## config.mk

```make
export PLATFORM = sky130hd
export DESIGN_NAME = input_debouncer
export DESIGN_NICKNAME = d
export VERILOG_FILES = /design/src/rtl/input_debouncer_pkg.sv /design/src/rtl/sync_2ff.sv /design/src/rtl/input_debouncer.sv
export SDC_FILE = /design/constraint.sdc
export NUM_CORES = 1
export LEC_CHECK = 0
export CAP_MARGIN = 20
export CORE_AREA = 5 5 50 52
export CTS_BUF_LIST = sky130_fd_sc_hd__clkbuf_2 sky130_fd_sc_hd__clkbuf_4 sky130_fd_sc_hd__clkbuf_8
export DETAILED_ROUTE_END_ITERATION = 12
export DIE_AREA = 0 0 55 57
export SLEW_MARGIN = 30
export SYNTH_ARGS = -nofsm -noshare
export SYNTH_HDL_FRONTEND = slang
export SYNTH_SLANG_ARGS = --single-unit
export TNS_END_PERCENT = 50
```

## constraint.sdc

```tcl
create_clock -name clk -period 1.6 [get_ports clk]
set_input_delay 0.4 -clock clk [delete_from_list [all_inputs] [get_ports clk]]
set_output_delay 0.4 -clock clk [all_outputs]
set_load 0.02 [all_outputs]
```

## src/rtl/input_debouncer_pkg.sv

```systemverilog
// ============================================================================
// Module   : input_debouncer_pkg
// Brief    : Shared FSM state type and default parameters for input_debouncer.
// Revision : 1.0 - initial release
// ============================================================================
`default_nettype none

package input_debouncer_pkg;

    typedef enum logic [1:0] {
        IDLE_LO = 2'd0,
        CHK_HI  = 2'd1,
        IDLE_HI = 2'd2,
        CHK_LO  = 2'd3
    } deb_state_t;

    localparam int unsigned c_def_stable_cycles = 1000;
    localparam int unsigned c_def_cnt_w         = 10;
    localparam logic        c_def_rst_val       = 1'b0;

endpackage : input_debouncer_pkg

`default_nettype wire

```

## src/rtl/sync_2ff.sv

```systemverilog
// ============================================================================
// Module   : sync_2ff
// Brief    : Two-flop synchroniser for an asynchronous single-bit input, with
//            asynchronous active-low reset to a parameterised level.
// Revision : 1.0 - initial release
// ============================================================================
`default_nettype none

module sync_2ff #(
    parameter logic RST_VAL = 1'b0
) (
    input  logic clk,
    input  logic rst_n,
    input  logic i_d,
    output logic o_q
);

    logic r_ff1;
    logic r_ff2;

    always_ff @(posedge clk or negedge rst_n) begin
        if (!rst_n) begin
            r_ff1 <= RST_VAL;
            r_ff2 <= RST_VAL;
        end else begin
            r_ff1 <= i_d;
            r_ff2 <= r_ff1;
        end
    end

    assign o_q = r_ff2;

endmodule : sync_2ff

`default_nettype wire

```

## src/rtl/input_debouncer.sv

```systemverilog
// ============================================================================
// Module   : input_debouncer
// Brief    : Synchronises and debounces a raw pin into a registered stable
//            level; INPUT_DEBOUNCER_EDGE_EN adds rise/fall one-cycle pulses.
// Revision : 1.0 - initial release
// ============================================================================
`default_nettype none

module input_debouncer
    import input_debouncer_pkg::*;
#(
    parameter int unsigned STABLE_CYCLES = c_def_stable_cycles,
    parameter int unsigned CNT_W         = c_def_cnt_w,
    parameter logic        RST_VAL       = c_def_rst_val
) (
    input  logic clk,
    input  logic rst_n,
    input  logic raw_i,
    output logic d_o,
    output logic busy_o,
    output logic rise_o,
    output logic fall_o
);

    localparam logic [CNT_W-1:0] c_cnt_max   = CNT_W'(STABLE_CYCLES - 1);
    localparam deb_state_t       c_rst_state = RST_VAL ? IDLE_HI : IDLE_LO;

    logic             w_sync_q;
    deb_state_t       r_state;
    deb_state_t       w_state_nxt;
    logic [CNT_W-1:0] r_cnt;
    logic [CNT_W-1:0] w_cnt_nxt;
    logic             r_d;
    logic             w_d_nxt;

    sync_2ff #(
        .RST_VAL (RST_VAL)
    ) u_sync (
        .clk   (clk),
        .rst_n (rst_n),
        .i_d   (raw_i),
        .o_q   (w_sync_q)
    );

    always_ff @(posedge clk or negedge rst_n) begin
        if (!rst_n) begin
            r_state <= c_rst_state;
            r_cnt   <= '0;
            r_d     <= RST_VAL;
        end else begin
            r_state <= w_state_nxt;
            r_cnt   <= w_cnt_nxt;
            r_d     <= w_d_nxt;
        end
    end

    always_comb begin
        w_state_nxt = r_state;
        w_cnt_nxt   = r_cnt;
        w_d_nxt     = r_d;
        case (r_state)
            IDLE_LO: begin
                if (w_sync_q) begin
                    w_state_nxt = CHK_HI;
                    w_cnt_nxt   = '0;
                end
            end
            CHK_HI: begin
                if (!w_sync_q) begin
                    w_state_nxt = IDLE_LO;
                    w_cnt_nxt   = '0;
                end else if (r_cnt == c_cnt_max) begin
                    w_state_nxt = IDLE_HI;
                    w_cnt_nxt   = '0;
                    w_d_nxt     = 1'b1;
                end else begin
                    w_cnt_nxt   = r_cnt + CNT_W'(1);
                end
            end
            IDLE_HI: begin
                if (!w_sync_q) begin
                    w_state_nxt = CHK_LO;
                    w_cnt_nxt   = '0;
                end
            end
            CHK_LO: begin
                if (w_sync_q) begin
                    w_state_nxt = IDLE_HI;
                    w_cnt_nxt   = '0;
                end else if (r_cnt == c_cnt_max) begin
                    w_state_nxt = IDLE_LO;
                    w_cnt_nxt   = '0;
                    w_d_nxt     = 1'b0;
                end else begin
                    w_cnt_nxt   = r_cnt + CNT_W'(1);
                end
            end
            default: begin
                w_state_nxt = c_rst_state;
                w_cnt_nxt   = '0;
            end
        endcase
    end

    assign d_o    = r_d;
    assign busy_o = (r_state == CHK_HI) || (r_state == CHK_LO);

`ifdef INPUT_DEBOUNCER_EDGE_EN
    logic w_rise_acc;
    logic w_fall_acc;
    logic r_rise;
    logic r_fall;

    // Acceptance terms mirror the terminal-count branches of the FSM above.
    assign w_rise_acc = (r_state == CHK_HI) && w_sync_q  && (r_cnt == c_cnt_max);
    assign w_fall_acc = (r_state == CHK_LO) && !w_sync_q && (r_cnt == c_cnt_max);

    always_ff @(posedge clk or negedge rst_n) begin
        if (!rst_n) begin
            r_rise <= 1'b0;
            r_fall <= 1'b0;
        end else begin
            r_rise <= w_rise_acc;
            r_fall <= w_fall_acc;
        end
    end

    assign rise_o = r_rise;
    assign fall_o = r_fall;
`else
    assign rise_o = 1'b0;
    assign fall_o = 1'b0;
`endif

endmodule : input_debouncer

`default_nettype wire

```

# Yosys cells after proc, flatten, opt, wreduce, memory -nomap -nowiden
# Cells that the tools add are included.
[op_classes]
reduce_logical = 6
n_eq_ne = 12
addsub = 1
mux = 18
[ops]
columns = ["operator", "n"]
rows = [
  ["10-bit two-way mux", 5],
  ["10-bit case mux with 4 select lines", 1],
  ["2-bit two-way mux", 6],
  ["10-bit by 1-bit adder with 10-bit output, second input constant", 1],
  ["10-bit == test, second input constant", 1],
  ["2-bit inequality test, second input constant", 4],
  ["2-bit case mux with 4 select lines", 1],
  ["5-bit AND reduction", 1],
  ["2-bit == test, second input constant", 2],
  ["1-bit two-way mux", 4],
  ["2-bit by 1-bit inequality test with 1-bit output, second input constant", 2],
  ["4-bit AND reduction", 1],
  ["3-bit by 2-bit inequality test with 1-bit output, second input constant", 1],
  ["3-bit inequality test, second input constant", 1],
  ["2-bit by 1-bit == test with 1-bit output, second input constant", 1],
  ["2-bit zero test", 1],
  ["1-bit case mux with 2 select lines", 1],
  ["2-bit AND reduction", 1],
  ["2-bit nonzero test", 1],
  ["1-bit logical OR", 1],
]
[totals]
elab_cells = 42
input_bits = 3
output_inout_bits = 4
reg_bits = 15

# Depth between registers and ports, before layout
# Gate-level depths: netlist of run 1.
[depth]
word_depth = 4
mapped_depth = 6
ltp_nobuf = 6

# Hierarchy
# From an unflattened synthesis of run 1, not the netlist that was laid out.
[hier_totals]
hier_cells = 77
area_unflattened_um2 = 833.3
[modules_own_cells]
columns = ["module", "area_per_inst_um2", "seq_area_each_um2", "cells_each", "n_inst"]
rows = [
  ["input_debouncer", 783.3, 325.3, 75, 1],
  ["sync_2ff", 50.0, 50.0, 2, 1],
]

# Worst setup path after synthesis of run 1
# OpenSTA, ideal clock, no wires.
[synth_timing]
path_kind = "register -> register"
start = "register r_cnt[0]"
end = "register r_cnt[5]"
required_time_ns = 1.482
t_arrival_ns = 1.386
stages_incl_launch_ff = 7
path_slack_ns = 0.096
setup_ns = 0.118
path_buffers = 0
synth_period_minus_slack_ns = 1.504
cell_sequence = "dfrtp_1 > ha_1 > nand2_1 > or3b_4 > nand2_4 > o21ai_2 > a21o_1"
[synth_via]
elab_chain_len = 4
elab_cells_between_ends = 6
classes_between = "1 x add/sub; 1 x eq/ne; 4 x mux"
[synth_rtl]
columns = ["element", "line_no", "source"]
rows = [
  ["start, declared", "input_debouncer.sv:31", "logic [CNT_W-1:0] r_cnt;"],
  ["start signal, assigned", "input_debouncer.sv:52", "r_cnt <= w_cnt_nxt;"],
  ["10-bit by 1-bit adder with 10-bit output / 10-bit == test (equally long branches)", "n/a", ""],
  ["10-bit two-way mux *", "input_debouncer.sv:72, input_debouncer.sv:90", ""],
  ["10-bit two-way mux (on tied branches)", "input_debouncer.sv:87, input_debouncer.sv:69", ""],
  ["10-bit case mux with 4 select lines *", "input_debouncer.sv:61", "case (r_state)"],
]
# Mark *: on every way between the ends. The rest lies on a longest branch, timed or not.
# A chain may end at the register's enable or synchronous reset.

# Worst setup path after layout of run 1
[layout_timing]
start = "register r_cnt[4]"
end = "register r_cnt[5]"
# Same word-level chain as after synthesis.

==> summary.md, run 1 <==
| Metric | Value |
|---|---|
| Synth top area cells | dfrtp_1 49%, nand2_1 6.8%, nand3_1 4.5% |
| Synthesized area | between 700 and 800 um^2 |
| Core area | between 2000 and 2500 um^2 |
| Crit Path Max Fanout | 5 |
| GRT overflow | 0 |
| Max Freq | approximately 650 MHz |
| Synth unique cells | 31 |
| Crit. End Element | flop |
| Global-route wire length before repair | about 2800 um |
| Post-synthesis register bit count | 15 |
| CP required | around 1.8 ns |
| Reg2reg start | r_cnt[4] |
| Pwr dens | 698 nW/um^2 |
| Most common cell after layout, fill and taps aside | dfrtp_1 |
| Layout area overhead | 25.3% |
| R2r setup slk | between 0.07 and 0.08 ns |
| Worst Hold Endpoint | u_sync.o_q |
| Final net count | between 100 and 150 |
| Die width | about 55 um |
| Cell Rows | 17 |
| CTS tree | done |
| Largest net degree at the start of global routing | 16 |
| # port buffers | 4 |
| Via density | 5.23 |
| Commonest cells after routing, fill and taps aside | 15 x dfrtp_1, 14 x nand2_1, 13 x buf_4 |
| TritonCTS Buffers | 3 |
| Initial DRC Count | 21 |
| Cells on worst reg2reg path | 5 |
| Hold Path Class | reg -> reg |
| Wire per inst | 12.4 um |
| Hold depth | 0 |
| Vias in the first global route | approximately 650 |
| Clock slew at reported path FFs | ~0.090 ns |
| Clock Latency Late Sink | around 0.27 ns |
| YS warnings | 0 |
| Number of sinks on the clock net | 15 |
| Seq/Total Area, Yosys | just under 50% |
| Clk root buf | clkbuf_4 |
| Vias | around 670 |
| Final Cycle Share | between 90% and 100% |
| RSZ-0062 raised after global routing | false |
| Final Hold Viols | 0 |
| N_diodes | 0 |
| Die area | about 3100 um^2 |
| Worst Setup Path Type | reg -> reg |
| Outcome | completed |
| Clk_skew | 0.00188 ns |
| Routed WL | approximately 1600 um |
| Share of cells above drive strength 1 | 26.0% |
| Max cap viols | 0 |
| DIE HEIGHT | about 57 um |
| VDD IR max | 556 uV |
| Max Slew Vio Count | 0 |
| R2r endpoint | r_cnt[5] |
| Io pins | 7 |
| Post-synthesis cell count | about 80 |
| LEAKAGE | about 0.46 nW |
| Layout fillers | around 200 |
| CP Data Arrival Time | between 1.5 and 2 ns |
| Leading area contributor after synthesis | dfrtp_1 |
| Initial cell density of the core | 37.4% |
| Final ANT Viol Nets | 0 |
| Initial DRT Pass Iterations | 4 |
| Gr usage total | ~12% |
| DRC Markers | 0 |
| Placer congestion estimate | roughly 0.81 |
| Yosys top cell area share | a little under 50% |
| Power Total | 0.000674 W |
| Post-layout minimum cycle time | 1.53 ns |
| H-tree depth | 1 |
| Max clock buf depth | 2 |
| Final design utilization | between 40% and 50% |
| Final setup violation count | 0 |
| Syn_area_per_cell | around 9.5 um^2 |
| Hold path start | u_sync.r_ff1 |
| Antenna violations before repair | 0 |
| Post-DP HPWL | ~1200 um |
| CP Launch Type | flop |
| Setup TNS | 0 ns |
cell type report:
cell class / count / area, um^2 / area share (%)
multi-input cells: 64 / 393 / 40.7
flip-flops and latches: 15 / 375 / 38.9
repair buffers: 17 / 135 / 14.0
well taps: 28 / 35.0 / 3.63
clock buffers: 3 / 22.5 / 2.33
clock inverters: 1 / 5.00 / 0.518
synthesized netlist by cell type:
cell,n
nand3_1,7
or3b_4,1
xor2_1,1
and2_1,1
a21oi_1,4
and2_2,1
nand4_1,1
o31ai_1,1
nor3_1,2
nor2_1,2
and3_1,2
a32o_1,1
conb_1,1
and4bb_1,1
ha_1,1
o21ai_2,1
and3_2,1
buf_4,2
nor4_1,2
nand2_4,1
nand2_1,14
nor3b_1,1
or2_2,1
a21o_1,4
mux2_2,1
dfrtp_1,15
o211ai_1,1
o311ai_1,1
clkbuf_1,1
or3_1,1
o21ai_0,7
how the worst max path moves through the flow:
stage,start,to,slack (ns)
floorplan,r_cnt[0],r_cnt[5],0.1
global placement,r_cnt[4],r_cnt[5],0.10
detailed placement,r_cnt[4],r_cnt[5],0.09
CTS,r_cnt[4],r_cnt[5],0.07
global route,r_cnt[4],r_cnt[5],0.004
finish,r_cnt[4],r_cnt[5],0.07
routing by layer:
| layer | GRT usage [%] | wire length [um] | up-vias |
|---|---|---|---|
| met1 | 17.3 | 713 | 313 |
| met4 | 6.60 | 42 | 0 |
| li1 | - | - | 333 |
| met2 | 17.2 | 767 | 19 |
| met5 | 0 | 0 | - |
| met3 | 1.83 | 58 | 4 |
sequential cells by signal, indices dropped and copies added (netlist names), named ones only:
signal,flops
u_sync.o_q,1
r_state,1
u_sync.r_ff1,1
d_o,1
r_cnt,10
repair_timing:
item	in CTS	in global routing
resized for setup	2	2
setup endpoints to repair	2	7
gates cloned	0	0
hold buffers	0	0
setup buffers	0	2
stage by stage:
stage	std cells	worst slack, ns	hold WS (ns)	area (um^2)
after CTS	126	0.0703	0.372	938
after detailed placement	122	0.0885	0.336	913
after global placement	122	0.101	0.350	913
after floorplan	82	0.0961	0.104	774
after global routing	128	0.00375	0.400	966
final	128	0.0705	0.371	966
logic make-up after synthesis:
logic type | share of synthesized area, %
mux | 1.46
other cells | 0.487
xor+xnor | 1.14
buf+inv | 2.43
compound gates | 16.6
simple gates | 27.6
flops | 48.7
fa+ha+maj | 1.62
critical path, cell delays in order, from the launching register on:
cell      delay [ns]
dfrtp_1         0.38
and4bb_1        0.28
or3b_4          0.42
nand2_4         0.11
o21ai_2         0.06
a21o_1          0.17
power breakdown:
| group | switching, W | internal, W | leakage (nW) |
|---|---|---|---|
| logic | 0.0000420 | 0.0000293 | 0.244 |
| registers | 0.00000490 | 0.000387 | 0.201 |
| clock network | 0.000119 | 0.0000925 | 0.0177 |
| total | 0.000166 | 0.000509 | 0.463 |
No activity file was read; power rests on OpenSTA's default activity.
==> run 2: changes to the inputs <==
==> constraint.sdc (replaced) <==
create_clock -name clk -period 1.8 [get_ports clk]
set_input_delay 0.45 -clock clk [delete_from_list [all_inputs] [get_ports clk]]
set_output_delay 0.45 -clock clk [all_outputs]
set_load 0.02 [all_outputs]
==> summary.md, run 2 (synthesis results as in run 1) <==
| Metric | Value |
|---|---|
| H-tree depth | 1 (unchanged) |
| Layout area overhead | 12.5% (was 25.3%) |
| Outcome | completed (unchanged) |
| Vias | 618 (was 669) |
| Worst path cell trace | clkdlybuf4s50_1 (was and4bb_1 > or3b_4 > nand2_4 > o21ai_2 > a21o_1) |
| DRC Markers | 0 (unchanged) |
| Global-route wire length before repair | 2620 um (was 2820 um) |
| GRT overflow | 0 (unchanged) |
| Dpl cells | 112 (was 122) |
| Setup WS pre-CTS | 0.172 ns (was 0.0885 ns) |
| CP Data Arrival Time | 1.25 ns (was 1.71 ns) |
| Met2 wire length | 690 um (was 767 um) |
| VDD IR max | 362 uV (was 556 uV) |
| Hold Path Class | reg -> reg (unchanged) |
| CP required | 1.35 ns (was 1.78 ns) |
| Vias in the first global route | 588 (was 645) |
| Setup TNS | 0 ns (unchanged) |
| Cell Rows | 17 (unchanged) |
| Final non-filler cell total | 116 (was 128) |
| Core area | 2060 um^2 (unchanged) |
| Flip-flop count of the largest register after layout | 10 (unchanged) |
| Post-layout minimum cycle time | around 1.7 ns |
| Worst Setup Path Type | reg -> out (was reg -> reg) |
| Biggest register | r_cnt (unchanged) |
| Initial DRC Count | 8 (was 21) |
| Final net count | 93 (was 105) |
| Max cap viols | 0 (unchanged) |
| Final Cycle Share | between 90% and 100% |
| LEAKAGE | 0.397 nW (was 0.463 nW) |
| Post-CTS setup buffers | 0 (unchanged) |
| Antenna violations before repair | 0 (unchanged) |
| Clock slew at reported path FFs | 0.08 ns (was 0.09 ns) |
| DRT met1 WL | 697 um (was 713 um) |
| Share of cells above drive strength 1 | 13.6% (was 26.0%) |
| Worst path max stage delay | 0.61 ns (was 0.42 ns) |
| Delay-heaviest family, CP | buffers and inverters (was simple AND/OR/NAND/NOR gates) |
| # port buffers | 4 (unchanged) |
| Clk_skew | 0.00375 ns (was 0.00188 ns) |
| Wire per inst | 12.5 um (was 12.4 um) |
| Clock Latency Late Sink | 0.28 ns (was 0.27 ns) |
| Largest net degree at the start of global routing | 16 (unchanged) |
| Initial cell density of the core | 37.4% (unchanged) |
| Cts repair resizes | 1 (was 2) |
| Final ANT Viol Nets | 0 (unchanged) |
| TritonCTS Buffers | 3 (unchanged) |
| Max clock buf depth | 2 (unchanged) |
| Max Freq | about 590 MHz |
| Final Hold Viols | 0 (unchanged) |
| N_diodes | 0 (unchanged) |
| Hold-fix buffers, CTS | 0 (unchanged) |
| Final setup violation count | 0 (unchanged) |
| Clk root buf | clkbuf_4 (unchanged) |
| Pwr dens | 697 nW/um^2 (was 698 nW/um^2) |
| Die width | 55 um (unchanged) |
| Crit Path Max Fanout | 3 (was 5) |
| Placer congestion estimate | 0.865 (was 0.805) |
| Most common cell after layout, fill and taps aside | dfrtp_1 (unchanged) |
| Io pins | 7 (unchanged) |
| Gr usage total | 11.3% (was 12.1%) |
| CTS tree | done (unchanged) |
| CP Launch Type | flop (unchanged) |
| Die area | 3140 um^2 (unchanged) |
| Via density | 5.33 (was 5.23) |
| Max Slew Vio Count | 0 (unchanged) |
| Number of sinks on the clock net | 15 (unchanged) |
| Commonest cells after routing, fill and taps aside | 15 x dfrtp_1, 14 x nand2_1, 7 x nand3_1, 7 x o21ai_0 (was 15 x dfrtp_1, 14 x nand2_1, 13 x buf_4) |
| RSZ-0062 raised after global routing | false (unchanged) |
| Final worst slack | 0.0972 ns (was 0.0705 ns) |
| DIE HEIGHT | 57 um (unchanged) |
| Post-DP HPWL | 1080 um (was 1210 um) |
| Crit path max-delay cell type | clkdlybuf4s50_1 (was or3b_4) |
| CP bufs+invs | 1 (was 0) |
| Initial DRT Pass Iterations | 4 (unchanged) |
| Highest routed layer | met4 (unchanged) |
| Crit. End Element | output port (was flop) |
| Routed WL | 1450 um (was 1580 um) |
| Met3 wire length | 52 um (was 58 um) |
run 2: path summary, 6_finish.rpt:
kind                              startpoint         end  slack [ns]  depth (start not counted)
worst min-delay path            u_sync.r_ff1  u_sync.o_q        0.36                          0
worst max register to register      r_cnt[0]    r_cnt[5]        0.15                          6
max in group asynchronous              rst_n    r_cnt[6]        1.15                          2
worst max-delay path                     d_o         d_o         0.1                          1
min in group asynchronous              rst_n    r_cnt[4]        0.47                          2
worst min register to register  u_sync.r_ff1  u_sync.o_q        0.36                          0
run 2: final cells by class:
cell class                 instances  area (um^2)
multi-input combinational         64          380
sequential                        15          375
timing repair buffer               5         46.3
clock buffer                       4         30.0
fill                             212         1200
tap                               28         35.0
run 2: metal layers:
| layer | track usage (%) | vias to the layer above |
|---|---|---|
| li1 | - | 306 |
| met1 | 15.3 | 299 |
| met2 | 16.4 | 11 |
| met3 | 4.70 | 2 |
| met4 | 3.13 | 0 |
| met5 | 0 | - |
run 2: power by group:
part / total [W] / switching, W / internal (W) / leakage [nW]
Clock: 0.000207 / 0.000106 / 0.000101 / 0.0184
Combinational: 0.0000454 / 0.0000292 / 0.0000162 / 0.177
Sequential: 0.000352 / 0.00000860 / 0.000344 / 0.201
run 2: through the flow:
| step | utilization, % | hold WS, ns | power (W) | area [um^2] |
|---|---|---|---|---|
| global route | 42.0 | 0.391 | 0.000642 | 867 |
| finish | 42.0 | 0.363 | 0.000604 | 867 |
| floorplan | - | 0.154 | 0.000388 | 774 |
| global placement | 40.6 | 0.345 | 0.000407 | 838 |
| CTS | 42.0 | 0.374 | 0.000618 | 867 |
| detailed placement | 40.6 | 0.343 | 0.000406 | 838 |
